==> src/rtl/evt_counter_bank.sv <==
// Multi-channel event counter bank: per-channel wrap/saturate counters with sticky
// overflow, terminal-count pulse, coherent global snapshot and a 1-cycle read port.
module evt_counter_bank #(
  parameter int NUM_CH = 4,
  parameter int WIDTH  = 16,
  localparam int SEL_W = (NUM_CH > 1) ? $clog2(NUM_CH) : 1
) (
  input  logic                      clk_in,
  input  logic                      rst_in,
  input  logic [NUM_CH-1:0]         evt_in,
  input  logic [NUM_CH-1:0]         en_in,
  input  logic [NUM_CH-1:0]         clr_in,
  input  logic                      sat_mode_in,
  input  logic [WIDTH-1:0]          limit_in,
  input  logic                      snap_in,
  input  logic                      rd_req_in,
  input  logic [SEL_W-1:0]          rd_sel_in,
  output logic [NUM_CH*WIDTH-1:0]   count_out,
  output logic [NUM_CH-1:0]         ovf_out,
  output logic [NUM_CH-1:0]         tc_pulse_out,
  output logic                      rd_valid_out,
  output logic [WIDTH-1:0]          rd_count_out,
  output logic                      rd_ovf_out
);

  localparam logic [WIDTH-1:0] ZERO_C = {WIDTH{1'b0}};
  localparam logic [WIDTH-1:0] ONE_C  = {{(WIDTH-1){1'b0}}, 1'b1};

  logic [NUM_CH-1:0][WIDTH-1:0] count_r;
  logic [NUM_CH-1:0]            ovf_r;
  logic [NUM_CH-1:0]            tc_r;
  logic [NUM_CH-1:0][WIDTH-1:0] snap_count_r;
  logic [NUM_CH-1:0]            snap_ovf_r;
  logic                         rd_valid_r;
  logic [WIDTH-1:0]             rd_count_r;
  logic                         rd_ovf_r;

  logic [NUM_CH-1:0][WIDTH-1:0] next_count_s;
  logic [NUM_CH-1:0]            next_ovf_s;
  logic [NUM_CH-1:0]            tc_set_s;
  logic                         rd_in_range_s;

  assign rd_in_range_s = (32'(rd_sel_in) < NUM_CH);

  // Per-channel next state: clear beats an accepted event; terminal events wrap or saturate.
  always_comb begin
    for (int i = 0; i < NUM_CH; i++) begin
      next_count_s[i] = count_r[i];
      next_ovf_s[i]   = ovf_r[i];
      tc_set_s[i]     = 1'b0;
      if (clr_in[i]) begin
        next_count_s[i] = ZERO_C;
        next_ovf_s[i]   = 1'b0;
      end else if (evt_in[i] && en_in[i]) begin
        if (count_r[i] < limit_in) begin
          next_count_s[i] = count_r[i] + ONE_C;
        end else begin
          next_ovf_s[i] = 1'b1;
          if (sat_mode_in) begin
            next_count_s[i] = limit_in;
          end else begin
            next_count_s[i] = ZERO_C;
          end
        end
        // A held saturated count does not change, so it cannot re-pulse.
        tc_set_s[i] = (next_count_s[i] != count_r[i]) && (next_count_s[i] == limit_in);
      end else begin
        next_count_s[i] = count_r[i];
      end
    end
  end

  // Live counters, flags and snapshot; snapshot samples pre-update values.
  always_ff @(posedge clk_in) begin
    if (rst_in) begin
      count_r      <= '0;
      ovf_r        <= '0;
      tc_r         <= '0;
      snap_count_r <= '0;
      snap_ovf_r   <= '0;
    end else begin
      count_r <= next_count_s;
      ovf_r   <= next_ovf_s;
      tc_r    <= tc_set_s;
      if (snap_in) begin
        snap_count_r <= count_r;
        snap_ovf_r   <= ovf_r;
      end else begin
        snap_count_r <= snap_count_r;
        snap_ovf_r   <= snap_ovf_r;
      end
    end
  end

  // Read port: reads the snapshot as it stood before this edge; data holds when idle.
  always_ff @(posedge clk_in) begin
    if (rst_in) begin
      rd_valid_r <= 1'b0;
      rd_count_r <= ZERO_C;
      rd_ovf_r   <= 1'b0;
    end else begin
      rd_valid_r <= rd_req_in;
      if (rd_req_in) begin
        if (rd_in_range_s) begin
          rd_count_r <= snap_count_r[rd_sel_in];
          rd_ovf_r   <= snap_ovf_r[rd_sel_in];
        end else begin
          rd_count_r <= ZERO_C;
          rd_ovf_r   <= 1'b0;
        end
      end else begin
        rd_count_r <= rd_count_r;
        rd_ovf_r   <= rd_ovf_r;
      end
    end
  end

  assign count_out    = count_r;
  assign ovf_out      = ovf_r;
  assign tc_pulse_out = tc_r;
  assign rd_valid_out = rd_valid_r;
  assign rd_count_out = rd_count_r;
  assign rd_ovf_out   = rd_ovf_r;

endmodule

==> config.mk <==
export PLATFORM = sky130hd
export DESIGN_NAME = evt_counter_bank
export DESIGN_NICKNAME = d
export VERILOG_FILES = /design/src/rtl/evt_counter_bank.sv
export SDC_FILE = /design/constraint.sdc
export NUM_CORES = 1
export LEC_CHECK = 0
export CORE_UTILIZATION = 45
export CTS_BUF_LIST = sky130_fd_sc_hd__clkbuf_8
export DETAILED_ROUTE_END_ITERATION = 8
export GPL_TIMING_DRIVEN = 0
export HOLD_SLACK_MARGIN = 0.03
export MAX_ROUTING_LAYER = met4
export PLACE_DENSITY_LB_ADDON = 0.15
export REMOVE_ABC_BUFFERS = 1
export SYNTH_ARGS = -nofsm -noshare
export SYNTH_HDL_FRONTEND = slang
export SYNTH_SLANG_ARGS = --single-unit
==> constraint.sdc <==
create_clock -name clk_in -period 5.11 [get_ports clk_in]
set_clock_uncertainty 0.05 [all_clocks]
set_input_delay 1.022 -clock clk_in [delete_from_list [all_inputs] [get_ports clk_in]]
set_output_delay 1.022 -clock clk_in [all_outputs]
set_load 0.1 [all_outputs]
==> results of run 1 <==
## how the worst min path moves through the flow
stage | start | endpoint | cells past startpoint
2_1_floorplan | snap_count_r[16] | snap_count_r[16] | 2
5_1_grt | snap_count_r[50] | snap_count_r[50] | 2
4_1_cts | snap_count_r[53] | snap_count_r[53] | 2
3_5_place_dp | snap_ovf_r[2] | snap_ovf_r[2] | 2
3_3_place_gp | snap_count_r[53] | snap_count_r[53] | 2
6_report | snap_ovf_r[2] | snap_ovf_r[2] | 2
## power breakdown
part / leakage [nW] / switching (mW) / internal (mW)
Sequential: 1.27 / 0.0120 / 1.23
Combinational: 3.45 / 0.257 / 0.123
Clock: 0.191 / 0.548 / 0.436
## registers in the layout, summed over array words and instances (netlist names)
register,cells
ovf_out,4
snap_ovf_r,4
rd_valid_out,1
snap_count_r,64
tc_pulse_out,4
rd_count_out,16
rd_ovf_out,1
count_out,64
## worst min-delay path, stage by stage (launching register included)
cell and delay, ps:
dfxtp_1 330, mux2i_1 60, nor2_1 70
## repair_timing
| item | in CTS | in global routing |
|---|---|---|
| gates cloned | 0 | 0 |
| setup endpoints to repair | 19 | 18 |
| setup buffers | 0 | 0 |
| resized for setup | 3 | 4 |
## logic make-up after synthesis
family	share of synthesized area
muxes	0.115
AOI/OAI and AO/OA	0.171
adders and majority gates	0.0691
xor gates and xnor gates	0.0955
DFF	0.269
buffers and inverters	0.0678
and+or+nand+nor	0.211
## through the flow
stage,hold slack [ps],instance area (sq um),setup slack (ps),instances,util
floorplan,405,11000,1090,1322,-
global placement,418,12700,-2530,1776,0.500
detailed placement,427,12800,-1100,1780,0.504
CTS,451,13200,108,1812,0.520
global route,479,13200,47.0,1812,0.520
finish,446,13200,168,1812,0.520
## cell usage in the layout (no fill, tap or decap), types with 9 or more instances in the layout
cell type          n
nor2_1           167
dfxtp_1          158
clkdlybuf4s50_1  118
nand2_1           99
mux2i_1           96
xnor2_1           78
a21oi_1           75
ha_1              64
o21ai_0           60
nand3_1           56
xor2_1            50
o21ai_1           44
nor3_1            37
nand4_1           29
a31oi_1           28
nor2b_1           24
inv_1             21
a22oi_1           20
clkbuf_8          20
mux4_2            17
nor4_1            15
o22ai_1           15
a21o_1            14
and3_1            11
a211oi_1           9
## routing by layer
| layer | track usage | vias up | wire (um) |
|---|---|---|---|
| li1 | - | 5282 | - |
| met5 | - | - | 0 |
| met4 | 0.163 | 0 | 1900 |
| met3 | 0.0650 | 107 | 3160 |
| met1 | 0.427 | 5426 | 18800 |
| met2 | 0.505 | 529 | 19200 |
## area by class of cell
class                   instances  area share
clock inverters                12     0.00937
clock buffers                  20      0.0208
repair buffers                128       0.101
inverters                      25     0.00710
flip-flops and latches        158       0.239
well taps                     330      0.0312
multi-input cells            1139       0.591
==> summary.md, run 1 <==
| Metric | Value |
|---|---|
| Leakage Power | slightly below 5 nW |
| Share of layout cells above drive strength 1 | 0.0567 |
| CTS H-tree depth | 4 |
| Slew headroom | 0.207 |
| Total global-route track usage | 0.335 |
| Power, Total | 2.61 mW |
| RSZ-0062 raised after global routing | false |
| Top cell type's share of synthesized area | 0.269 |
| Worst EP arrival | 5310 ps |
| Endpoints failing hold | 0 |
| Area grow syn2layout | 12.6% |
| Commonest cells post-synth | 167 x nor2_1, 158 x dfxtp_1, 99 x nand2_1, 98 x clkbuf_1, 96 x mux2i_1 |
| # DRC | 0 |
| CTS Hold Bufs | 0 |
| Power Dens Cells | 197 nW/um^2 |
| Sequential area share after synthesis | 0.269 |
| Crit-path max FO | 37 |
| Critical Path Source | limit_in[13] |
| Grt ovf | 0 |
| Critical path's top delay family | compound AO/OA/AOI/OAI gates |
| CTS Buffer Depth | 2 |
| Worst setup path category | in2reg |
| Rows | 58 |
| Core ar. | 25400 sq um |
| Critical-path cell list | clkdlybuf4s50_1 -> inv_1 -> ha_1 -> a21o_1 -> a21o_1 -> a21oi_1 -> nand3_4 -> o41ai_1 -> and3_1 |
| Worst path depth | 9 |
| Max cap viols | 0 |
| Multi-input gate area | 7810 sq um |
| Vias in the first global route | between 10000 and 15000 |
| Worst setup EP type | register |
| Setup violators final | 0 |
| Fin crit share | 0.967 |
| Register Area | 3160 sq um |
| Clock transition at path regs | 90 ps |
| Antenna viol nets, final | 0 |
| Ranking of synthesized cells by area | dfxtp_1 27%, mux2i_1 8.2%, ha_1 6.8% |
| Post-DP HPWL | 29.2 mm |
| I/O Buffers | 124 |
| Synth Register Bits | 158 |
| Total vias in the final route | 11300 |
| Fillers | approximately 2500 |
| Maximum VDD drop | between 0.0001 and 0.00015 V |
| Max-slew violation count | 0 |
| Worst r2r src | count_out[18] |
| Count leader, synth | nor2_1 |
| Yosys top cell by area | dfxtp_1 |
| R2R setup slack | 1430 ps |
| Worst EP required | 5480 ps |
| F_max | 202 MHz |
| Min-delay worst type | reg2reg |
| Min cycle time layout | 4940 ps |
| Die ar. | 26700 sq um |
| Mapped Avg Cell Area | approximately 8.0 sq um |
| Slew of the pin with the lowest slew margin | 1190 ps |
| Yosys synthesis warning count | 0 |
| Largest net degree at the start of global routing | 56 |
| Final WL | 43.0 mm |
| Initial core utilization | 0.462 |
| Worst R2R End | tc_pulse_out[1] |
| Initial DRC count | 1364 |
| IO Count | 125 |
| Final setup TNS | 0 ps |
| Number of nets in the layout | ~1600 |
| Worst-Skew Late Latency | between 400 and 500 ps |
| Crit start category | input port |
| First-pass GRT wire length | 65.2 mm |
| Cell chosen for the clock root | clkbuf_8 |
| Post-synth ARST share | 0 |
| CP peak stage delay | 990 ps |
| Cell Area, Synth | 11700 sq um |
| Ys flop type | dfxtp_1 |
| Initial antenna violation count | 0 |
| TritonCTS clock tree | yes |
| TritonCTS Buffers | 17 |
| DR vias/cell | 6.26 |
| N_diodes | 0 |
| RD Place Congestion | between 0.9 and 1 |
| CP max stage cell | clkdlybuf4s50_1 |
| Post-Syn Instances | 1465 |
| Crit path to | tc_pulse_out[0] |
| First-pass DRT Iterations | 5 |
| Post-synth cell types | 84 |
| Cell count of the worst reg-to-reg path | 8 |
| Die extent in y | 164 um |
| Crit path buf inv count | 2 |
| EDFF count, synth | 0 |
| Routed WL per cell | 23.7 um |
| Clock sink count | 158 |
| Most used cell along the critical path | a21o_1 |
| Status | finished clean |
| Die Width | roughly 160 um |
Power figures use the tool's default switching activity.
==> run 2: changes to the inputs <==
ABC_CLOCK_PERIOD_IN_PS = 5110   (was default)
==> results of run 2 <==
Same layout as run 1: the final DEF is identical, and so are final timing and power.
==> run 3: changes to the inputs <==
SKIP_CTS_REPAIR_TIMING = 1   (was default)
==> summary.md, run 3 (synthesis gave the netlist of run 1 again) <==
| Metric | Value |
|---|---|
| Status | finished clean |
| Worst EP required | 5460 ps |
| Final WL | 43.0 mm |
| Total global-route track usage | 0.335 |
| Initial core utilization | 0.462 |
| Die extent in y | 164 um |
| IO Count | 125 |
| Hold path depth | 2 |
| Max-slew violation count | 0 |
| Power Dens Cells | just under 200 nW/um^2 |
| Number of nets in the layout | roughly 1600 |
| Clock sink count | 158 |
| First-pass GRT wire length | around 65 mm |
| Clock transition at path regs | 100 ps |
| Worst-Skew Late Latency | 490 ps |
| Leakage Power | 4.91 nW |
| Most common cell after layout, fill and taps aside | nor2_1 |
| Worst r2r src | count_out[18] |
| TritonCTS Buffers | 17 |
| Initial DRC count | 1274 |
| Slew of the pin with the lowest slew margin | 1210 ps |
| Worst EP arrival | 5300 ps |
| Cell count of the worst reg-to-reg path | 8 |
| Hold wc startpoint | snap_ovf_r[2] |
| CP max stage cell | clkdlybuf4s50_1 |
| Dpl ws | -1100 ps |
| Routed WL per cell | 23.7 um |
| Critical-path cell list | clkdlybuf4s50_1 -> inv_1 -> ha_1 -> nand4_1 -> nor3_1 -> a211o_2 -> inv_1 -> or4_2 -> o31ai_2 |
| Core ar. | 25400 sq um |
| Slew headroom | 0.189 |
| CP peak stage delay | between 1000 and 1500 ps |
| Multi-input gate area | 7810 sq um |
| Final worst slack | 158 ps |
| Crit-path max FO | just over 40 |
| Register Area | approximately 3200 sq um |
| # DRC | 0 |
| Crit path buf inv count | 3 |
| F_max | roughly 200 MHz |
| Final setup TNS | 0 ps |
| Die Width | around 160 um |
| Hold Crit Endpoint | snap_ovf_r[2] |
| Grt ovf | 0 |
| Endpoints failing hold | 0 |
| Total vias in the final route | roughly 11000 |
| RSZ-0062 raised after global routing | false |
| Maximum VDD drop | 0.000137 V |
| Initial antenna violation count | 0 |
| Worst setup EP type | register |
| First-pass DRT Iterations | 5 |
| R2R setup slack | 1420 ps |
| Area grow syn2layout | 12.6% |
| RD Place Congestion | 0.953 |
| Worst setup path category | in2reg |
| Fillers | between 2000 and 2500 |
| Worst hold slack | about 450 ps |
| Most frequent cells in the layout | 167 x nor2_1, 158 x dfxtp_1, 119 x clkdlybuf4s50_1, 99 x nand2_1, 96 x mux2i_1 |
| Crit start category | input port |
| Die ar. | 26700 sq um |
| Critical path's top delay family | buffers and inverters |
| Vias in the first global route | 10600 |
| Min-delay worst type | reg2reg |
| CTS Buffer Depth | 2 |
| Most used cell along the critical path | inv_1 |
| Largest net degree at the start of global routing | 56 |
| Max cap viols | 0 |
| I/O Buffers | 124 |
| Rows | between 50 and 60 |
| N_diodes | 0 |
| CTS H-tree depth | 4 |
| DR vias/cell | around 6.2 |
| Worst R2R End | tc_pulse_out[1] |
| Antenna viol nets, final | 0 |
| Fin crit share | 0.969 |
| TritonCTS clock tree | yes |
| Share of layout cells above drive strength 1 | 0.0574 |
| Post-DP HPWL | about 30 mm |
| Final core occ | 0.521 |
| Setup violators final | 0 |
| Cell chosen for the clock root | clkbuf_8 |
| Min cycle time layout | 4950 ps |
run 3: cell types whose count changed in the layout (fill, tap and decap cells not counted), sizes merged:
cell           delta
clkdlybuf4s50     +1
dlymetal6s2s      -1
run 3: worst max-delay path by stage:
| stage | start | to | slack (ps) | cells after the start |
|---|---|---|---|---|
| finish | limit_in[8] | tc_pulse_out[2] | 160 | 9 |
| detailed placement | limit_in[12] | tc_pulse_out[0] | -1100 | 10 |
| CTS | limit_in[12] | tc_pulse_out[0] | -630 | 10 |
| floorplan | limit_in[9] | count_out[21] | 1090 | 9 |
| global route | limit_in[8] | tc_pulse_out[2] | 40 | 9 |
| global placement | rst_in | tc_pulse_out[2] | -2530 | 8 |
run 3: through the flow:
stage	std cells	cell area, sq um	power (mW)
2_1_floorplan	1322	11000	1.45
3_3_place_gp	1776	12700	1.65
3_5_place_dp	1780	12800	1.65
4_1_cts	1812	13200	2.63
5_1_grt	1812	13200	2.70
6_report	1812	13200	2.61
run 3: power by group:
part / switching (mW) / leakage (nW) / internal (mW)
Sequential: 0.0120 / 1.27 / 1.23
Combinational: 0.257 / 3.44 / 0.123
Clock: 0.551 / 0.191 / 0.436
Total: 0.821 / 4.91 / 1.79
run 3: metal layers:
layer	share of wire	vias up	global-route usage
li1	-	5283	-
met3	0.078	120	0.0683
met1	0.43	5400	0.425
met2	0.45	514	0.506
met4	0.044	0	0.162
met5	0	-	-
run 3: worst register-to-register path, delay by kind of cell, from the launching register on:
family / cells / cell delay [ps]
XOR/XNOR: 1 / 210
AND/OR/NAND/NOR: 5 / 1820
flip-flops: 1 / 770
AO/OA/AOI/OAI: 2 / 750
run 3: layout make-up:
type,instances,area share
sequential,158,0.239
tap,330,0.0312
clock inverter,12,0.00937
clock buffer,20,0.0208
multi-input combinational,1139,0.591
inverter,25,0.00710
timing repair buffer,128,0.101
==> patch (config.mk and constraints of run 2) <==
Remove the register `tc_r`: a continuous assignment takes its place, so the output `tc_pulse_out` follows one clock earlier.
--- a/src/rtl/evt_counter_bank.sv
+++ b/src/rtl/evt_counter_bank.sv
@@ -75,13 +75,11 @@
     if (rst_in) begin
       count_r      <= '0;
       ovf_r        <= '0;
-      tc_r         <= '0;
       snap_count_r <= '0;
       snap_ovf_r   <= '0;
     end else begin
       count_r <= next_count_s;
       ovf_r   <= next_ovf_s;
-      tc_r    <= tc_set_s;
       if (snap_in) begin
         snap_count_r <= count_r;
         snap_ovf_r   <= ovf_r;
@@ -91,6 +89,8 @@
       end
     end
   end
+
+  assign tc_r = tc_set_s;
 
   // Read port: reads the snapshot as it stood before this edge; data holds when idle.
   always_ff @(posedge clk_in) begin
Behaviour: not the same (a bounded check fails within 4 cycles, from zero or initial values and one cycle with rst_in high).
==> patch against run 2 <==
Hold slack improved by 0.00095 ns; setup slack got worse by 0.15 ns; via count rose by 5.4%; final area rose by 3.7%; critical path type is now primary input to output port; sequential share of layout area shrank 1.4 points; critical path depth is 2 higher; total power up 2.6%; core utilization rose by 0.44 points; combinational power about the same; area after synthesis is 2.5% higher; the run now ends with design-rule violations left; routed wire length increased by 4.8%; sequential cell count is 4 lower.
==> patch: results (changes against run 2) <==
| Metric | Value |
|---|---|
| Post-synthesis xor/xnor area fraction | `0.0880 (-0.00747)` |
| Synth Area in Compound Gates | `0.170 (-0.00155)` |
| Post-synth top cells | `157 x nor2_1, 154 x dfxtp_1, 105 x o21ai_0` |
| Post-route cell area | `13,700 um^2 (+3.7%)` |
| First-pass GRT wire length | `67.1 mm (+2.9%)` |
| Status | `finished with violations` |
| Dpl cells | `1,825 (+2.5%)` |
| Adder-Cell Fraction of Synth Area | `0.0682 (-0.000884)` |
| Vias in the first global route | `10,800 (+2.5%)` |
| Via/cell ratio | `6.38 (+2.0%)` |
| Initial DRC count | `1,290 (-5.4%)` |
| Post-DP HPWL | `29.9 mm (+2.5%)` |
| Length of the first detailed-routing pass in iterations | `8 (+3)` |
| CP Max Fanout | `12 (-68%)` |
| Least-Margin Pin Slew | `1.29 ns (+0.106 ns)` |
| Mux cell area share after synthesis | `0.118 (+0.00285)` |
| CTS-repair resized insts | `125 (+122)` |
| Total GRT Usage | `0.341 (+0.00616)` |
| Filler cell count | `2,560 (+3.9%)` |
| Post-Place Setup Slack | `-2.46 ns (-1.36 ns)` |
| Total CTS buffers | `17 (unchanged)` |
| Pin count of the biggest net entering global routing | `58 (+3.6%)` |
| Max VDD drop | `0.000158 V (+16%)` |
| Share of layout cells above drive strength 1 | `0.0872 (+0.0305)` |
| WP data arrival | `4.02 ns (-1.29 ns)` |
| Final Net Count | `1,624 (+3.6%)` |
| Distinct cells, synth | `79 (-6.0%)` |
| Area contributors post-synth | `dfxtp_1 26%, mux2i_1 8.6%, ha_1 6.7%, xnor2_1 5.7%, nor2_1 4.9%` |
| # DRC | `14 (+14)` |
| WL final | `45.0 mm (+4.8%)` |
| Failing checks | `design-rule violations` |
| Vias | `12,000 (+5.4%)` |
| Syn Area/Cell | `7.96 um^2 (-0.71%)` |
| Lkg Pwr | `5.04 nW (+2.6%)` |
| Longest Clk Path Bufs | `2 (unchanged)` |
| Post-DP Area | `13,100 um^2 (+2.5%)` |
| Gpl congestion | `0.933 (-2.1%)` |
| Setup Fix Bufs, Post-CTS | `12 (+12)` |
patch: power by group:
part	total (mW)	switching (mW)	leakage, nW	internal [mW]
sequential	1.21	0.00986	1.24	1.20
clock	1.09	0.510	0.234	0.575
combinational	0.379	0.259	3.57	0.120
patch: area by class of cell:
type / count / area share
Tap cell: 335 / 0.0306
Multi-Input combinational cell: 1182 / 0.604
Sequential cell: 154 / 0.225
Timing Repair Buffer: 142 / 0.0991
Inverter: 28 / 0.00930
Clock buffer: 17 / 0.0171
Clock inverter: 14 / 0.0151
patch: metal layers:
| metal | up-vias | global-route usage | wire, um |
|---|---|---|---|
| met2 | 609 | 0.513 | 19800 |
| met3 | 125 | 0.0524 | 3960 |
| met4 | 0 | 0.162 | 1800 |
| met1 | 5739 | 0.447 | 19500 |
| li1 | 5479 | - | - |
| met5 | - | - | 0 |
patch: worst max-delay path, cell delays in order:
cell,delay (ns)
buf_4,0.24
clkinvlp_4,0.25
ha_1,0.36
a21o_1,0.18
a221oi_1,0.32
o21ai_2,0.20
a211o_4,0.46
mux2i_1,0.16
a221oi_1,0.30
and3_1,0.26
buf_6,0.25
patch: final timing paths:
| check | from | end | slack, ns | cells past startpoint |
|---|---|---|---|---|
| worst min-delay path | snap_count_r[20] | snap_count_r[20] | 0.45 | 2 |
| worst max-delay path | limit_in[5] | tc_pulse_out[1] | 0.02 | 11 |
| worst min register to register | snap_count_r[20] | snap_count_r[20] | 0.45 | 2 |
| worst max register to register | count_out[21] | count_out[24] | 2.00 | 8 |
patch: cells by family (layout without fill, tap and decap cells):
logic type,Yosys count,in the layout
AOI/OAI and AO/OA,327,329
muxes,121,121
buffers and inverters,179,201
DFF,154,154
and+or+nand+nor,545,545
adders and majority gates,66,66
xor gates and xnor gates,121,121
